<file path="src/rtl/spike_step_scheduler.sv">
// rtl/spike_step_scheduler.sv - step sequencer feeding one spike vector per step to a neuron core
// Loads a vector, holds it through setup, pulses start, counts output spikes until done, then gaps.
module spike_step_scheduler #(
  parameter int NUM_AXONS      = 4,
  parameter int STEP_CNT_WIDTH = 8,
  parameter int STOP_STEP      = 5,
  parameter int SETUP_CYCLES   = 2,
  parameter int GAP_CYCLES     = 100,
  parameter int TIMEOUT        = 1023,
  parameter int SPK_CNT_WIDTH  = 8
) (
  input  logic                      clk,
  input  logic                      rst,
  input  logic                      run,
  input  logic                      in_valid,
  input  logic [NUM_AXONS-1:0]      in_spikes,
  output logic                      in_ready,
  output logic [NUM_AXONS-1:0]      nurn_spikes,
  output logic                      start,
  input  logic                      nurn_done,
  input  logic                      out_spike,
  output logic [STEP_CNT_WIDTH-1:0] step_count,
  output logic [SPK_CNT_WIDTH-1:0]  step_spikes,
  output logic                      busy,
  output logic                      finished,
  output logic                      timeout_err
);

  typedef enum logic [2:0] {
    S_IDLE, S_LOAD, S_SETUP, S_START, S_WAIT, S_GAP, S_DONE
  } state_t;

  localparam logic [15:0]               SETUP_LAST   = 16'(SETUP_CYCLES - 1);
  localparam logic [15:0]               GAP_LAST     = 16'(GAP_CYCLES);
  localparam logic [9:0]                TIMEOUT_LAST = 10'(TIMEOUT - 1);
  localparam logic [STEP_CNT_WIDTH-1:0] STOP_VAL     = STEP_CNT_WIDTH'(STOP_STEP);

  state_t                     state;
  logic [15:0]                setup_cnt;
  logic [15:0]                gap_cnt;
  logic [9:0]                 wait_cnt;
  logic [SPK_CNT_WIDTH-1:0]   spike_cnt;
  logic [SPK_CNT_WIDTH-1:0]   spike_next;
  logic                       last_step;

  // Includes a spike arriving in the same cycle as completion; saturates at all-ones.
  assign spike_next = (out_spike && (spike_cnt != '1)) ? spike_cnt + 1'b1 : spike_cnt;
  assign last_step  = (STOP_STEP != 0) && (step_count == STOP_VAL);

  always_ff @(posedge clk or posedge rst) begin
    if (rst) begin
      state       <= S_IDLE;
      in_ready    <= 1'b0;
      nurn_spikes <= '0;
      start       <= 1'b0;
      step_count  <= '0;
      step_spikes <= '0;
      busy        <= 1'b0;
      finished    <= 1'b0;
      timeout_err <= 1'b0;
      setup_cnt   <= '0;
      gap_cnt     <= '0;
      wait_cnt    <= '0;
      spike_cnt   <= '0;
    end else begin
      start <= 1'b0;
      case (state)
        S_IDLE: begin
          if (run) begin
            state       <= S_LOAD;
            in_ready    <= 1'b1;
            busy        <= 1'b1;
            finished    <= 1'b0;
            step_count  <= '0;
            timeout_err <= 1'b0;
          end
        end
        S_LOAD: begin
          if (!run) begin
            state    <= S_IDLE;
            in_ready <= 1'b0;
            busy     <= 1'b0;
          end else if (in_valid && in_ready) begin
            nurn_spikes <= in_spikes;
            in_ready    <= 1'b0;
            setup_cnt   <= '0;
            state       <= S_SETUP;
          end
        end
        S_SETUP: begin
          // start and step_count are raised on the same edge that enters START.
          if (setup_cnt == SETUP_LAST) begin
            state      <= S_START;
            start      <= 1'b1;
            step_count <= step_count + 1'b1;
            spike_cnt  <= '0;
            wait_cnt   <= '0;
          end else begin
            setup_cnt <= setup_cnt + 1'b1;
          end
        end
        S_START: state <= S_WAIT;
        S_WAIT: begin
          if (nurn_done) begin
            step_spikes <= spike_next;
            gap_cnt     <= '0;
            if (last_step) begin
              state    <= S_DONE;
              busy     <= 1'b0;
              finished <= 1'b1;
            end else begin
              state <= S_GAP;
            end
          end else if (wait_cnt == TIMEOUT_LAST) begin
            timeout_err <= 1'b1;
            state       <= S_DONE;
            busy        <= 1'b0;
            finished    <= 1'b1;
          end else begin
            spike_cnt <= spike_next;
            wait_cnt  <= wait_cnt + 1'b1;
          end
        end
        S_GAP: begin
          if (gap_cnt == GAP_LAST) begin
            if (run) begin
              state    <= S_LOAD;
              in_ready <= 1'b1;
            end else begin
              state <= S_IDLE;
              busy  <= 1'b0;
            end
          end else begin
            gap_cnt <= gap_cnt + 1'b1;
          end
        end
        S_DONE: begin
          if (!run) begin
            state    <= S_IDLE;
            finished <= 1'b0;
          end
        end
        default: state <= S_IDLE;
      endcase
    end
  end

endmodule

</file>
<file path="config.mk">
export PLATFORM = sky130hd
export DESIGN_NAME = spike_step_scheduler
export DESIGN_NICKNAME = d
export VERILOG_FILES = /design/src/rtl/spike_step_scheduler.sv
export SDC_FILE = /design/constraint.sdc
export NUM_CORES = 1
export LEC_CHECK = 0
export ABC_AREA = 1
export CAP_MARGIN = 20
export CORE_ASPECT_RATIO = 1.4
export CORE_UTILIZATION = 40
export DETAILED_ROUTE_END_ITERATION = 10
export MAX_ROUTING_LAYER = met4
export PLACE_DENSITY = 0.58
export SETUP_SLACK_MARGIN = 0.3
export SLEW_MARGIN = 20
export SYNTH_ARGS = -nofsm -noshare
export SYNTH_HDL_FRONTEND = slang
export SYNTH_SLANG_ARGS = --single-unit
</file>
<file path="constraint.sdc">
create_clock -name clk -period 3.4 [get_ports clk]
set_input_delay 0.85 -clock clk [delete_from_list [all_inputs] [get_ports clk]]
set_output_delay 0.85 -clock clk [all_outputs]
set_load 0.005 [all_outputs]
</file>
==> impl_metrics.yaml, run 1 <==
clock_tree:
  htreeDepth: 3
  clock_latency_ns: 0.34
  cts_tree: "built"
  cts.sinks: 78
  cts-hold-fix-buffers: 0
  clk_pin_slew_ns: 0.06
  post_cts_resized: 0
  cts_setup_buffers: 0
  numCtsBuffers: 9
  root_buffer: "clkbuf_16"
  clock_path_buffers: 2
cells_and_area:
  final_nets: 683
  antenna_cells: 0
  multi_input_area_mm2: 0.00232
  drive_gt1_share_pct: 7.32
  fillCellCount: 1167
  final_core_util_pct: 47.8
  area_growth_pct: 17.1
  regArea_mm2: 0.00195
critical_path:
  crit-reg2reg-launch: "state[1]$_DFFE_PP0P_"
  crit_buf_inv: 1
  crit_arrival_ns: 1.34
  cp_max_fo: 6
  cp-start-kind: "flop"
  cp_slowest_cell: "clkdlybuf4s50_1"
  reg2reg_to: "spike_cnt[4]$_DFFE_PP0P_"
  slowest_delay_ns: 0.54
  crit_chain: "clkdlybuf4s50_1"
  end_kind: "output port"
  crit_family: "buffers and inverters"
  reg2reg_depth: 7
  critical_path_class: "reg -> out"
  r2r_slack_ns: 1.35
  critPathRequiredTime_ns: 2.55
timing:
  skew_ns: 0.00689
  setup_viol: 0
  hold_viol: 0
  drv_slew: 0
  finalCriticalPeriod_ns: 2.19
  worst_pin_slew_ns: 0.549
  holdWs_ns: 0.487
  rsz0062_at_grt: "false"
  final.setup.tns_ns: 0
  relSlewSlack_pct: 63.1
  fin_crit_sh_pct: 64.4
  fmax_ghz: 0.457
die:
  fp-row-count: 46
  io_pins: 35
  die_w_um: 92.7
  fp.dieH_um: 129
  die-area_mm2: 0.0120
  initial_core_util_pct: 40.8
  core_area_mm2: 0.0113
routing:
  first_iter_violations: 181
  viasPerCell: 5.18
  wl_um: 11000
  drcViolationCount: 0
  post_drt_wl_per_cell_um: 13.5
  vias: 4209
  ant_nets: 0
  drtPass1Iterations: 4
power:
  finalPower_mw: 3.75
  leakagePower_nw: 2.48
  p_per_area_mw_per_mm2: 696
  ir_drop_v: 0.000296
synthesis:
  synth_area_per_cell_um2: 7.32
  synth_cell_types: 33
  synth_top_cells_by_count: "nand2_1, dfrtp_1, nand3_1"
  synth_top_area_share_pct: 42.4
  ys.flop_type: "dfrtp_1"
  synth_most_common_cell: "nand2_1"
  yosys-top-cells-area: "dfrtp_1, nand2_1, nand3_1, nor2_1, inv_1"
  synth.largest_area_cell: "dfrtp_1"
  synth_edf_count: 0
  synth-seq-area-share_pct: 42.4
  synth_cells: 629
  synth_nets: 648
  ys_seq_elements: 78
  yosysWarnings: 0
  syn-cell-area_mm2: 0.00461
  async_reset_ff_share_pct: 100
hold_path:
  min_to: "step_spikes[3]$_DFFE_PP0P_"
  hold_depth: 2
  min_from: "step_spikes[3]$_DFFE_PP0P_"
  hold_path_class: "reg -> reg"
place:
  routabilityCongestion: 0.923
  post-dp-hpwl_um: 7810
  port_buffers: 34
global_route:
  grt.overflow.total: 0
  grt_pass1_wl_um: 18700
  grt_start_max_net_pins: 65
  gr-usage-all-layers_pct: 20.4
  grt_antenna_before_repair: 0
  grt_pass1_vias: 4088
outcome:
  status: "finished, final reports clean"
job:
  maxCapViolations: 0
per-stage QoR:
stage / cell area [um2] / cells / setup slack (ns)
final: 5390 / 813 / 1.21
after CTS: 5390 / 813 / 1.19
after global routing: 5390 / 813 / 1.09
after global placement: 5060 / 797 / 0.905
after detailed placement: 5060 / 797 / 0.841
after floorplan: 4610 / 629 / 0.555
sequential cells by signal, indices dropped and copies added, names as in the netlist:
register     flops
gap_cnt         16
setup_cnt       16
wait_cnt        10
spike_cnt        8
step_count       8
step_spikes      8
nurn_spikes      4
state            3
busy             1
finished         1
in_ready         1
start            1
timeout_err      1
metal layers:
layer	vias up	part of all wire (%)	global-route usage (%)
met5	-	0	-
met2	85	50	34.3
li1	2099	-	-
met1	1997	44	23.7
met3	28	3.4	3.37
met4	0	2.6	9.59
cells in the final DEF (no fill, tap or decap), types with 2 or more instances in the layout:
cell / n
xnor2_1: 4
nor3_1: 15
a21oi_1: 9
clkbuf_16: 9
nor2_2: 2
nand2_2: 5
ha_1: 9
clkinvlp_4: 2
bufinv_16: 2
nor2_4: 2
inv_2: 7
nand3_1: 75
o21ai_1: 4
o21ai_2: 7
o22ai_1: 3
nand2_1: 190
a21o_1: 3
nor2_1: 65
inv_1: 57
clkdlybuf4s50_1: 34
dfrtp_1: 78
a21boi_1: 2
nand4_1: 10
o21ai_0: 43
xor2_1: 15
nand2_4: 3
or2_2: 2
report_power, final:
| group | switching [mW] | internal, mW | leakage [nW] |
|---|---|---|---|
| combinational | 0.747 | 0.490 | 1.26 |
| sequential | 0.289 | 1.16 | 1.06 |
| clock | 0.400 | 0.667 | 0.155 |
| total | 1.44 | 2.32 | 2.48 |
kinds of logic after synthesis:
| family | synth area share (%) |
|---|---|
| compound gates | 8.97 |
| xor+xnor | 3.61 |
| fa+ha+maj | 2.45 |
| buf+inv | 7.33 |
| flops | 42.4 |
| simple gates | 35.3 |
cell type report:
class	instances	area share (%)
flip-flops and latches	78	36.2
well taps	144	3.34
multi-input cells	474	42.9
clock inverters	6	1.72
repair buffers	36	6.82
clock buffers	10	4.43
inverters	65	4.55
how the worst max path moves through the flow:
stage / startpoint / to / slack, ns / depth (start not counted)
floorplan: rst / busy$_DFFE_PP0P_ / 0.55 / 1
global placement: run / setup_cnt[6]$_DFFE_PP0P_ / 0.90 / 8
detailed placement: nurn_done / spike_cnt[4]$_DFFE_PP0P_ / 0.84 / 5
CTS: step_count[2]$_DFFE_PP0P_ / step_count[2] / 1.19 / 1
global route: nurn_done / spike_cnt[4]$_DFFE_PP0P_ / 1.09 / 5
finish: step_count[2]$_DFFE_PP0P_ / step_count[2] / 1.21 / 1
Power figures use the tool's default switching activity.
==> run 2: changes to the inputs <==
- PLACE_DENSITY: 0.58 -> 0.6
- clock period: 3.4 -> 1.9 ns (I/O delays scaled with it)
==> run 2 against run 1 <==
  * First-iteration DRC count grew 30%
  * Final cell count grew 8.4%
  * Clock power grew 66%
  * Sequential share of layout area shrank 4.6 points
  * Via count grew 6.6%
  * Flip-flop and latch count is the same
  * Clock-buffer cell count grew 2
  * Cell area grew 15%
  * Combinational power grew to 2.6 times the previous value
  * Critical path depth grew 8
  * Worst setup slack lost 0.89 ns
  * Critical endpoint is now step_count[7]$_DFFE_PP0P_
  * Largest cell class unchanged
  * Largest power group is now combinational logic
  * Highest routed layer unchanged
==> impl_metrics.yaml, run 2 (same netlist as run 1, synthesis figures left out) <==
routing:
  drtPass1Iterations: 5
  drcViolationCount: 0
  viasPerCell: 5.09
  vias: 4487
  ant_nets: 0
  wl_um: 12000
  first_iter_violations: 236
  post_drt_wl_per_cell_um: 13.6
global_route:
  grt_start_max_net_pins: 79
  grt_antenna_before_repair: 0
  gr-usage-all-layers_pct: 21.1
  grt.overflow.total: 0
  grt_pass1_vias: 4415
  grt_pass1_wl_um: 19500
die:
  core_area_mm2: 0.0113
  fp-row-count: 46
  die-area_mm2: 0.0120
  fp.dieH_um: 129
  initial_core_util_pct: 40.8
  io_pins: 35
  die_w_um: 92.7
place:
  routabilityCongestion: 0.880
  dp.cells: 816
  post-dp-hpwl_um: 7920
  port_buffers: 34
cells_and_area:
  antenna_cells: 0
  final_common_cell: "nand2_1"
  final_core_util_pct: 55.2
  final_cell_mix: "nand2_1, dfrtp_1, nand3_1, buf_4, nor2_1"
  reg.largest.list: "gap_cnt x16, setup_cnt x16, wait_cnt x10"
  final_cells: 881
  fillCellCount: 1069
  drive_gt1_share_pct: 24.4
  area_growth_pct: 35.2
  final_nets: 751
power:
  p_per_area_mw_per_mm2: 1220
  power_frac_comb_pct: 43.0
  p_switching_mw: 2.91
  switching_share_pct: 38.2
  p_clk_share_pct: 23.4
  power_frac_seq_pct: 33.6
  p_int_mw: 4.71
  finalPower_mw: 7.62
  leakagePower_nw: 2.99
  ir_drop_v: 0.000575
outcome:
  status: "finished, final reports clean"
hold_path:
  hold_depth: 2
  hold_path_class: "reg -> reg"
timing:
  setup_viol: 0
  fmax_ghz: 0.632
  worst_pin_slew_ns: 0.419
  skew_ns: 0.00622
  drv_slew: 0
  fin_crit_sh_pct: 83.3
  hold_viol: 0
  relSlewSlack_pct: 72.1
  finalCriticalPeriod_ns: 1.58
  rsz0062_at_grt: "true"
critical_path:
  cp_slowest_cell: "dfrtp_2"
  critPathRequiredTime_ns: 2.16
  end_kind: "flop"
  cpMostUsedCell: "inv_2"
  crit_arrival_ns: 1.84
  cp-start-kind: "flop"
  cp_max_fo: 7
  slowest_delay_ns: 0.45
  reg2reg_depth: 9
  critical_path_class: "reg -> reg"
  crit_chain: "inv_2, nor3_4, inv_2, nand2_2, inv_1, nor2_4, buf_6, nand2_1, o21ai_2"
clock_tree:
  clk_pin_slew_ns: 0.06
  cts-hold-fix-buffers: 0
  cts.sinks: 78
  root_buffer: "clkbuf_16"
  numCtsBuffers: 9
  cts_tree: "built"
  htreeDepth: 3
  clock_path_buffers: 2
  clock_latency_ns: 0.34
job:
  maxCapViolations: 0
==> run 2: layer usage <==
| metal | vias to the layer above | GRT usage [%] | routed length [um] |
|---|---|---|---|
| li1 | 2241 | - | - |
| met1 | 2138 | 23.1 | 4920 |
| met2 | 83 | 37.0 | 6450 |
| met3 | 25 | 4.31 | 359 |
| met4 | 0 | 8.60 | 272 |
| met5 | - | - | 0 |
==> run 2: layout make-up <==
class	instances	area, um2	area share [%]
repair inverters	1	7.51	0.121
well taps	144	180	2.89
clock buffers	12	256	4.12
multi-input cells	474	2590	41.5
flip-flops and latches	78	1970	31.6
repair buffers	103	915	14.7
inverters	65	263	4.22
clock inverters	4	55.1	0.884
==> run 2: what timing repair did <==
item	CTS	global route
endpoints found under the setup margin	79	78
buffers inserted	29	18
gates cloned	1	1
resized for setup	47	89
pin swaps	6	22
==> run 2: metrics by stage <==
stage	area, um2	TNS (ns)	hold slack (ns)	setup slack, ns
after CTS	5780	0	0.477	0.214
after global routing	6230	0	0.501	0.201
final	6230	0	0.471	0.317
after floorplan	4610	0	0.449	0.317
after global placement	5220	0	0.460	0.0258
after detailed placement	5220	-0.0657	0.469	-0.0351
==> run 2: power by group through the flow <==
stage / clock (mW) / combinational [mW] / sequential (mW)
2_1_floorplan: 0 / 1.68 / 2.46
3_3_place_gp: 0 / 2.44 / 2.57
3_5_place_dp: 0 / 2.51 / 2.58
4_1_cts: 1.83 / 2.76 / 2.53
5_1_grt: 1.88 / 3.64 / 2.62
6_report: 1.78 / 3.28 / 2.56
==> run 2: worst max-delay path: cells and delay by family (launching register included) <==
kind	cells	cell delay, ns
compound gates	1	0.05
flops	1	0.45
simple gates	4	0.62
buf+inv	4	0.38
==> run 2: path summary, 6_finish.rpt <==
path | start | end | slack [ns]
max | state[1]$_DFFE_PP0P_ | step_count[7]$_DFFE_PP0P_ | 0.32
min | finished$_DFFE_PP0P_ | finished$_DFFE_PP0P_ | 0.47
max reg2reg | state[1]$_DFFE_PP0P_ | step_count[7]$_DFFE_PP0P_ | 0.32
min reg2reg | finished$_DFFE_PP0P_ | finished$_DFFE_PP0P_ | 0.47
max in group asynchronous | rst | step_count[5]$_DFFE_PP0P_ | 0.95
min in group asynchronous | rst | gap_cnt[15]$_DFFE_PP0P_ | 0.60
==> run 3: changes to the inputs <==
- PLACE_DENSITY: 0.6 -> 0.58
- clock period: 1.9 -> 1.55 ns (I/O delays scaled with it)
==> run 3 against run 2 <==
  * Largest cell class unchanged
  * Routed wire length is 14% higher
  * Worst setup slack worse by 0.40 ns
  * Clock power is 30% higher
  * Highest routed layer unchanged
  * Sequential share of layout area is 5.2 points lower
  * Clock-buffer cell count is 3 lower
  * Critical path depth is 1 higher
  * Critical endpoint is now step_count[6]$_DFFE_PP0P_
  * The flow now finishes with violations (negative setup slack)
  * Flip-flop and latch count stayed put
==> impl_metrics.yaml, run 3 (same netlist as run 1, synthesis figures left out) <==
outcome:
  status: "finished with violations"
  violations: "negative setup slack"
die:
  die-area_mm2: 0.0120
  die_w_um: 92.7
  core_area_mm2: 0.0113
  fp.dieH_um: 129
  fp-row-count: 46
  io_pins: 35
  initial_core_util_pct: 40.8
routing:
  first_iter_violations: 209
  drcViolationCount: 0
  vias: 4879
  post_drt_wl_per_cell_um: 14.4
  viasPerCell: 5.11
  wl_um: 13700
  ant_nets: 0
  drtPass1Iterations: 5
job:
  maxCapViolations: 0
timing:
  fmax_ghz: 0.613
  finalCriticalPeriod_ns: 1.63
  skew_ns: 0.0116
  fin_ws_ns: -0.0823
  rsz0062_at_grt: "true"
  final.setup.tns_ns: -1.31
  holdWs_ns: 0.475
  drv_slew: 0
  worst_pin_slew_ns: 0.364
  setup_viol: 29
  relSlewSlack_pct: 75.7
  fin_crit_sh_pct: 105
  hold_viol: 0
place:
  port_buffers: 34
  place_area_mm2: 0.00582
  dp.cells: 876
  routabilityCongestion: 0.903
  dp_slack_ns: -0.237
  post-dp-hpwl_um: 8880
global_route:
  grt_pass1_vias: 4783
  grt.overflow.total: 0
  grt_antenna_before_repair: 0
  gr-usage-all-layers_pct: 23.5
  grt_pass1_wl_um: 21500
  grt_start_max_net_pins: 35
critical_path:
  end_kind: "flop"
  crit_chain: "inv_2, ha_4, nand2_4, nor2_4, nand2_4, nand2_8, nand2_8, nor2_4, clkbuf_16, o21ai_2"
  critPathRequiredTime_ns: 1.78
  crit_arrival_ns: 1.86
  reg2reg_depth: 10
  slowest_delay_ns: 0.39
  cp-start-kind: "flop"
  critical_path_class: "reg -> reg"
  crit-reg2reg-launch: "setup_cnt[1]$_DFFE_PP0P_"
  cp_slowest_cell: "dfrtp_1"
  r2r_slack_ns: -0.08
  cp_max_fo: 6
  reg2reg_to: "step_count[6]$_DFFE_PP0P_"
clock_tree:
  clk_pin_slew_ns: 0.07
  cts.sinks: 78
  root_buffer: "clkbuf_16"
  cts-hold-fix-buffers: 0
  clock_path_buffers: 2
  numCtsBuffers: 9
  cts_tree: "built"
  htreeDepth: 3
  clock_latency_ns: 0.34
cells_and_area:
  final_core_util_pct: 66.0
  fin_area_mm2: 0.00745
  final_cell_mix: "nand2_1, buf_4, dfrtp_1, nand3_1, nor2_1"
  final_common_cell: "nand2_1"
  regArea_mm2: 0.00196
  final_nets: 824
  area_growth_pct: 61.7
  fillCellCount: 926
  final_cells: 954
  multi_input_area_mm2: 0.00313
  reg.largest.list: "gap_cnt x16, setup_cnt x16, wait_cnt x10"
  antenna_cells: 0
  drive_gt1_share_pct: 45.4
hold_path:
  hold_path_class: "in -> async"
power:
  finalPower_mw: 11.3
  p_per_area_mw_per_mm2: 1520
  ir_drop_v: 0.000976
  leakagePower_nw: 3.58
## run 3: cell types whose count changed in the layout (fill, tap and decap cells not counted), sizes merged
cell          before  now
buf               68  164
bufinv             1    2
clkbuf            13   10
clkinv             3    5
dlygate4sd2       24    0
dlymetal6s2s       1    0
nand2            198  200
## run 3: final cells by class
type                       count  share of cell area [%]
clock inverter                 7                    1.33
sequential                    78                    26.3
tap                          144                    2.42
multi-input combinational    476                    42.0
timing repair inverter         1                   0.101
inverter                      65                    3.86
timing repair buffer         174                    21.0
clock buffer                   9                    3.02
## run 3: worst max-delay path: cells and delay by family (launching register included)
family	cells	cell delay (ns)
buffers and inverters	2	0.28
adders and majority gates	1	0.13
DFF	1	0.39
AOI/OAI and AO/OA	1	0.05
and+or+nand+nor	6	0.68
## run 3: metal layers
metal	vias up	part of all wire [%]	GRT usage [%]
met4	0	2.9	10.7
li1	2402	-	-
met2	71	55	42.1
met1	2374	40	25.4
met5	-	0	-
met3	32	2.5	3.66
## run 3: power breakdown
| part | leakage, nW | internal [mW] | switching (mW) | total [mW] |
|---|---|---|---|---|
| combinational | 2.38 | 2.89 | 3.10 | 5.99 |
| sequential | 1.05 | 2.56 | 0.418 | 2.98 |
| clock | 0.156 | 1.42 | 0.900 | 2.32 |
| total | 3.58 | 6.87 | 4.42 | 11.3 |
## run 3: how the worst max path moves through the flow
stage,from,cells past startpoint,end,slack (ns)
floorplan,wait_cnt[0]$_DFFE_PP0P_,11,state[1]$_DFFE_PP0P_,0.10
global placement,run,8,step_count[4]$_DFFE_PP0P_,-0.20
detailed placement,run,8,step_count[4]$_DFFE_PP0P_,-0.24
CTS,state[1]$_DFFE_PP0P_,8,spike_cnt[3]$_DFFE_PP0P_,-0.0005
global route,wait_cnt[0]$_DFFE_PP0P_,10,spike_cnt[3]$_DFFE_PP0P_,-0.14
finish,setup_cnt[1]$_DFFE_PP0P_,10,step_count[6]$_DFFE_PP0P_,-0.08
## run 3: timing repair
action / 4_1_cts / 5_1_grt
gates cloned: 4 / 1
buffers inserted: 34 / 23
setup endpoints to repair: 103 / 98
pin swaps: 30 / 53
gates resized for setup: 199 / 136
